===== config.mk =====
export PLATFORM = sky130hd
export DESIGN_NAME = pipeline_hazard_ctrl
export DESIGN_NICKNAME = d
export VERILOG_FILES = /design/src/rtl/pipeline_hazard_ctrl.sv
export SDC_FILE = /design/constraint.sdc
export NUM_CORES = 1
export LEC_CHECK = 0
export ABC_CLOCK_PERIOD_IN_PS = 1200
export CORE_MARGIN = 2
export CORE_UTILIZATION = 30
export CTS_CLUSTER_DIAMETER = 50
export DETAILED_ROUTE_END_ITERATION = 7
export PLACE_DENSITY = 0.75
export SKIP_CTS_REPAIR_TIMING = 1
export SYNTH_ARGS = -nofsm -noshare
export SYNTH_HDL_FRONTEND = slang
export SYNTH_SLANG_ARGS = --single-unit

===== constraint.sdc =====
create_clock -name clk -period 1.2 [get_ports clk]
set_input_delay 0.18 -clock clk [delete_from_list [all_inputs] [get_ports clk]]
set_output_delay 0.18 -clock clk [all_outputs]
set_load 0.02 [all_outputs]

===== src/rtl/pipeline_hazard_ctrl.sv =====
// Pipeline hazard controller: load-use and branch-operand stalls, with ID redirect squash.
// Optional HAZARD_STALL_CNT_EN macro adds a saturating 16-bit stall_count output.
module pipeline_hazard_ctrl #(
  parameter int REG_ADDR_W        = 5,
  parameter int LOAD_STALL_CYCLES = 1
) (
  input  logic                  clk,
  input  logic                  reset,
  input  logic [REG_ADDR_W-1:0] rs_id,
  input  logic [REG_ADDR_W-1:0] rt_id,
  input  logic                  uses_rs_id,
  input  logic                  uses_rt_id,
  input  logic                  branch_id,
  input  logic                  pc_src_id,
  input  logic [REG_ADDR_W-1:0] rd_ex,
  input  logic                  reg_write_ex,
  input  logic [1:0]            mem_to_reg_ex,
  input  logic [REG_ADDR_W-1:0] rd_mem,
  input  logic                  mem_read_mem,
  output logic                  stall_if,
  output logic                  stall_id,
  output logic                  flush_ex,
  output logic                  flush_id,
  output logic                  hazard_busy
`ifdef HAZARD_STALL_CNT_EN
  ,
  output logic [15:0]           stall_count
`endif
);

  typedef enum logic {IDLE, LOAD_STALL} state_t;

  localparam logic [2:0] CNT_INIT = 3'(LOAD_STALL_CYCLES - 1);
  localparam logic       MULTI    = (LOAD_STALL_CYCLES > 1);

  state_t     state;
  logic [2:0] cnt;
  logic       load_haz, br_haz, stall;

  // r0 is hard-wired zero, so it can never be a real producer.
  function automatic logic src_match(input logic [REG_ADDR_W-1:0] dest);
    logic m_rs, m_rt;
    m_rs = uses_rs_id && (rs_id == dest) && (dest != '0);
    m_rt = uses_rt_id && (rt_id == dest) && (dest != '0);
    return m_rs || m_rt;
  endfunction

  always_comb begin
    load_haz = (mem_to_reg_ex == 2'b01) && src_match(rd_ex);
    br_haz   = branch_id && ((reg_write_ex && src_match(rd_ex)) ||
                             (mem_read_mem && src_match(rd_mem)));
  end

  always_comb begin
    stall = 1'b0;
    if (!reset) stall = (state == LOAD_STALL) || load_haz || br_haz;
  end

  assign stall_if    = stall;
  assign stall_id    = stall;
  assign flush_ex    = stall;
  assign flush_id    = !reset && pc_src_id && !stall;
  assign hazard_busy = !reset && (state == LOAD_STALL);

  // The first stall cycle is spent in IDLE; LOAD_STALL covers the remaining ones.
  always_ff @(posedge clk) begin
    if (reset) begin
      state <= IDLE;
      cnt   <= 3'd0;
    end else begin
      case (state)
        IDLE: begin
          if (load_haz && MULTI) begin
            state <= LOAD_STALL;
            cnt   <= CNT_INIT;
          end
        end
        LOAD_STALL: begin
          cnt <= cnt - 3'd1;
          if (cnt == 3'd1) state <= IDLE;
        end
        default: begin
          state <= IDLE;
          cnt   <= 3'd0;
        end
      endcase
    end
  end

`ifdef HAZARD_STALL_CNT_EN
  logic [15:0] stall_cnt_q;

  always_ff @(posedge clk) begin
    if (reset)                                 stall_cnt_q <= 16'd0;
    else if (stall_id && stall_cnt_q != 16'hFFFF) stall_cnt_q <= stall_cnt_q + 16'd1;
  end

  assign stall_count = reset ? 16'd0 : stall_cnt_q;
`endif

endmodule


==> impl_results.md, run 1 <==
- Max stage delay cell, worst path: a31oi_4
- Post-Syn Nets: 93
- CTS tree: yes
- Clock Power Share: 27.6%
- Reg2reg start: cnt[0]$_SDFFE_PP0P_
- Post-synth EDFFs: 0
- Clock Tree Buf Depth: 2
- RePlAce Congestion: 0.790
- Outcome: finished with violations
- Antenna viol nets, final: 0
- Post-synthesis cell area: roughly 480 um^2
- Max-slew violations: 0
- R2R depth: 3
- Final Cycle Share: 142%
- Drt initial violations: 6
- Fin. Hold Viols: 0
- HP Class: input port to register
- Residual DRC count: 0
- Pre-CTS setup slack: -1310 ps
- DP HPWL: 1330 um
- CP Buf/Inv Count: 4
- Worst reg-to-reg setup slack: 200 ps
- CP endpoint kind: output pin
- Reg-to-reg critical path endpoint: cnt[1]$_SDFFE_PP0P_
- PwrDens: 544 nW/um^2
- Largest net degree at the start of global routing: 6
- Cell area after placement: 960 um^2
- Full die area: 1930 um^2
- Drt wl/cell: 12.8 um
- F_max: 0.586 GHz
- Mean Syn Cell Area: 7.86 um^2
- Ys Warns: 0
- Crit-path cells: buf_6, buf_6, xnor2_2, nand4_1, o22ai_1, o211ai_1, buf_4, a31oi_4, buf_6
- Max Clock Skew: slightly below 1 ps
- Io pins: 35
- DRT Pass-1 Iters: 4
- RSZ-0062 raised after global routing: yes
- # diodes: 0
- CP startpoint: rd_ex[3]
- Setup ws final: -508 ps
- WP data required: 1020 ps
- Slew @ Worst Pin: ~240 ps
- Cells after Synth: 61
- Top-area cell type share of the netlist area: approximately two fifths
- Post-synth top flop: dfxtp_1
- Register share of total power: 22.0%
- Synth top area cells: xnor2_1 (40%), dfxtp_1 (17%), ha_1 (5.2%), nand4_1 (5.2%), nand2_1 (4.7%)
- First-pass GRT wire length: roughly 2400 um
- Family with the most delay on the worst path: compound AO/OA/AOI/OAI gates
- Sequential-to-total area share from yosys stat: 16.7%
- Leak: approximately 0.00054 uW
- Netlist cell types: 17
- VDD IR max: 0.000456 V
- Via Count: 629
- Area growth syn-to-layout: 133%
- Worst skew pair latency: 230 ps
- Critical path class: input port to output pin
- CTS Buf Count: 3
- Tmin final: 1710 ps
- Commonest cells in the netlist: xnor2_1 (22), nand2_1 (6), inv_1 (5)
- Initial Utilization: 31.8%
- Setup violators final: 4
- Initial antenna violation count: 0
- Number of global-route vias before repair: 622
- Number of cell rows: 14
- CP peak stage delay: 230 ps
- GRT Residual Overflow: 0
- Logic pwr share: 50.4%
- Post-synth top area cell: xnor2_1
- Violated checks: negative setup slack
- DIE WIDTH: 44.0 um
- CP dominant cell by count: buf_6
- Post-synth ARST share: 0%
- CTS Sinks: 4
- Layout Nets: 146
- Count leader, synth: xnor2_1
- H-tree depth: 1
- Startpoint types: input port
- Buffers on Ports: 34
- Slew headroom: 83.8%
- Global Route Usage Sum: 16.4%
- Root buf cell: clkbuf_4
- WHS: 318 ps
- Psw: 172 uW
- Worst EP arrival: about 1500 ps
- Internal: 434 uW
- Sw frac: between 20% and 30%
- HP Start: reset
- #FFs+latches synth: 4
- Routed wire length: 1640 um
- CP max FO: 3
- Core box area: 1510 um^2
- Height of the die: 44.0 um
- Total power: 607 uW
- Layout cells sized above 1: a little over half
- Design area: about 1100 um^2
- Worst Hold Path Cells: 3
- Max_cap viols: 0
- Hold endpoint: cnt[2]$_SDFFE_PP0P_
- Via density: 4.91
- Clock transition at path regs: 40 ps
## worst max path at each step
stage	cells past startpoint	endpoint	slack, ps
3_5_place_dp	5	flush_id	-1310
3_3_place_gp	5	flush_id	-1290
4_1_cts	5	flush_id	-1310
5_1_grt	9	stall_id	-540
6_report	9	stall_id	-510
2_1_floorplan	4	stall_id	-290
## kinds of logic (layout without fill, tap and decap cells)
family / after synthesis / after routing / share of synthesized area, %
buf+inv: 7 / 58 / 7.05
compound gates: 8 / 8 / 11.5
xor+xnor: 22 / 22 / 40.2
flops: 4 / 4 / 16.7
simple gates: 18 / 18 / 19.3
fa+ha+maj: 2 / 2 / 5.22
## cells in the final DEF (no fill, tap or decap), types with 2 or more instances in the layout
master	instances
buf_6	17
nand2_1	6
dfxtp_1	4
clkbuf_4	3
nand4_1	4
xnor2_2	13
dlymetal6s2s_1	8
clkbuf_2	11
buf_4	9
ha_1	2
a211oi_1	2
clkdlybuf4s50_1	4
xnor2_1	9
inv_1	5
or4_4	2
nor2_1	4
## stage by stage
step	util, %	cells	TNS [ps]
4_1_cts	65.2	127	-5680
2_1_floorplan	-	61	-964
6_report	74.1	128	-1980
3_5_place_dp	63.7	124	-5610
5_1_grt	74.1	128	-2090
3_3_place_gp	63.7	124	-5400
## worst reg2reg max path: cells and delay by family (launching register included)
kind | cells | cell delay (ps)
buffers and inverters | 1 | 60
AOI/OAI and AO/OA | 1 | 220
DFF | 1 | 350
adders and majority gates | 1 | 280
## flip-flops by register name, summed over array words and instances, names as in the netlist
register and flops:
cnt 3, state 1
## power by group through the flow
stage / sequential (uW) / combinational [uW] / clock (uW)
2_1_floorplan: 136 / 84.4 / 0
3_3_place_gp: 136 / 252 / 0
3_5_place_dp: 136 / 258 / 0
4_1_cts: 134 / 259 / 172
5_1_grt: 133 / 324 / 188
6_report: 134 / 306 / 167
## layout make-up
| cell class | count | area, um^2 |
|---|---|---|
| Multi-Input combinational cell | 50 | 515 |
| Tap cell | 16 | 20.0 |
| Inverter | 5 | 18.8 |
| Fill cell | 102 | 390 |
| Clock buffer | 3 | 22.5 |
| Sequential cell | 4 | 80.1 |
| Timing Repair Buffer | 50 | 459 |
## metal layers
metal / vias to the layer above / global-route usage (%) / part of all wire [%]
li1: 312 / - / -
met5: - / 0 / 0
met1: 285 / 16.2 / 38
met4: 0 / 1.82 / 0
met3: 0 / 5.42 / 8.9
met2: 32 / 33.2 / 53
No activity file was read; power rests on OpenSTA's default activity.
==> run 2: changes to the inputs <==
ABC_CLOCK_PERIOD_IN_PS = 2000   (was 1200)
CELL_PAD_IN_SITES_DETAIL_PLACEMENT = 0   (was unset)
CELL_PAD_IN_SITES_GLOBAL_PLACEMENT = 1   (was unset)
CORE_UTILIZATION = 23   (was 30)
PLACE_DENSITY = 0.81   (was 0.75)
clock period = 2 ns   (was 1.2 ns; I/O delays follow)
==> run 2 against run 1 <==
Effect of this change:
- the flow now finishes without violations
- non-clock buffer count fell by 12
- via count fell by 11%
- largest power group unchanged
- routed wire length fell by 11%
- first-iteration DRC count down 33%
- die area grew 28%
- count of clock-buffer cells in the layout did not move
- highest routed layer unchanged
- combinational power fell by 55%
- total power is 48% lower
- utilization decreased by 24 points
- sequential share of layout area increased by 0.95 points
- register-to-register slack gained 800 ps
==> impl_results.md, run 2 (same netlist as run 1, synthesis figures left out) <==
- Outcome: finished clean
- Max_cap viols: 0
- CTS Buf Count: 3
- Layout cells sized above 1: 19.0%
- GRT Residual Overflow: 0
- Clock Tree Buf Depth: 2
- Setup violators final: 0
- Number of fill cells: 204
- Layout Nets: 134
- Setup ws final: 40.9 ps
- Worst EP arrival: ~1700 ps
- Met2 layer usage reported by global route: 18.4%
- Met1 Usage GRT: 14.5%
- Most frequent cells in the layout: xnor2_1 (22), dlymetal6s2s_1 (19), clkdlybuf4s50_1 (9)
- Global Route Usage Sum: 11.4%
- Via density: 4.39
- DRT Pass-1 Iters: 2
- Routed wire length: ~1500 um
- Slew @ Worst Pin: ~340 ps
- Dpl cells: ~120
- H-tree depth: 1
- Core box area: 1960 um^2
- Tmin final: 1960 ps
- WP data required: 1700 ps
- DIE WIDTH: 49.6 um
- Io pins: 35
- Largest regs: cnt (3), state (1)
- PwrDens: 321 nW/um^2
- # diodes: 0
- F_max: 0.510 GHz
- Grt peak-use layer: met2
- Full die area: 2460 um^2
- Most common cell after layout, fill and taps aside: xnor2_1
- Clock transition at path regs: 30 ps
- DP HPWL: 1170 um
- Largest register FFs: 3
- Reg-to-reg critical path endpoint: cnt[1]$_SDFFE_PP0P_
- Drt wl/cell: about 11 um
- Worst reg-to-reg setup slack: 1000 ps
- M3 GR Usage: 4.55%
- CP startpoint: rd_ex[4]
- Total power: between 300 and 400 uW
- HP Start: cnt[1]$_SDFFE_PP0P_
- Pre-CTS setup slack: -673 ps
- Largest net degree at the start of global routing: 6
- Residual DRC count: 0
- Drt initial violations: 4
- Startpoint types: input port
- Max Clock Skew: between 1.5 and 2 ps
- Largest reg by FF count: cnt
- Number of cell rows: 16
- Buffers on Ports: 34
- Height of the die: 49.6 um
- Worst skew pair latency: 230 ps
- VDD IR max: 0.000255 V
- Initial antenna violation count: 0
- CP endpoint kind: output pin
- Antenna viol nets, final: 0
- Slew headroom: 77.2%
- Via Count: 558
- CTS tree: yes
- Multi-input logic area: between 400 and 500 um^2
- Root buf cell: clkbuf_4
- CP max FO: 3
- Fin. Hold Viols: 0
- HP Class: register to register
- Number of global-route vias before repair: between 500 and 600
- Register Area: 80.1 um^2
- Reg2reg start: cnt[0]$_SDFFE_PP0P_
- Area growth syn-to-layout: 106%
- Critical path class: input port to output pin
- Post-route insts no fill: 127
- Final Cycle Share: 98.0%
- Critical path endpoint: flush_id
- Initial Utilization: 24.4%
- R2R depth: 3
- First-pass GRT wire length: approximately 2200 um
- Setup_tns: 0 ps
- Leak: 0.000496 uW
- CTS Sinks: 4
- RePlAce Congestion: 0.788
- Max-slew violations: 0
[run 2: cell types whose count changed in the layout (fill, tap and decap cells not counted), sizes merged]
cell,before,now
buf,27,8
clkdlybuf4s50,4,9
clkbuf,14,5
dlymetal6s2s,8,19
[run 2: per-stage QoR]
step	hold slack [ps]	cell area (um^2)	util (%)
3_5_place_dp	479	868	44.3
3_3_place_gp	464	868	44.3
5_1_grt	506	986	50.3
6_report	478	986	50.3
4_1_cts	481	891	45.4
2_1_floorplan	372	479	-
[run 2: critical path, cell delays in order]
cell and delay, ps:
clkbuf_2 110, or4_4 530, o211ai_1 330, and4_1 260
buf_6 120
[run 2: cell type report]
cell class,count,area share (%)
multi-input cells,50,42.4
repair buffers,38,41.9
clock buffers,3,2.28
flip-flops and latches,4,8.12
inverters,5,1.90
well taps,27,3.43
[run 2: layer usage]
layer  routed length, um  vias up
li1                    -      288
met1                 683      240
met2                 654       30
met4                   0        0
met3                 113        0
met5                   0        -
[run 2: worst min path at each step]
stage,to,slack [ps],cells after the start
floorplan,cnt[0]$_SDFFE_PP0P_,370,1
CTS,cnt[1]$_SDFFE_PP0P_,480,2
global route,cnt[1]$_SDFFE_PP0P_,510,2
global placement,cnt[1]$_SDFFE_PP0P_,460,2
detailed placement,cnt[1]$_SDFFE_PP0P_,480,2
finish,cnt[1]$_SDFFE_PP0P_,480,2
[run 2: power by group]
part              switching, uW  total (uW)  internal [uW]
Clock                      30.3        97.2           66.9
Combinational              53.2         139           86.0
Sequential     0.00000000000252        80.3           80.3
Total                      83.5         317            233
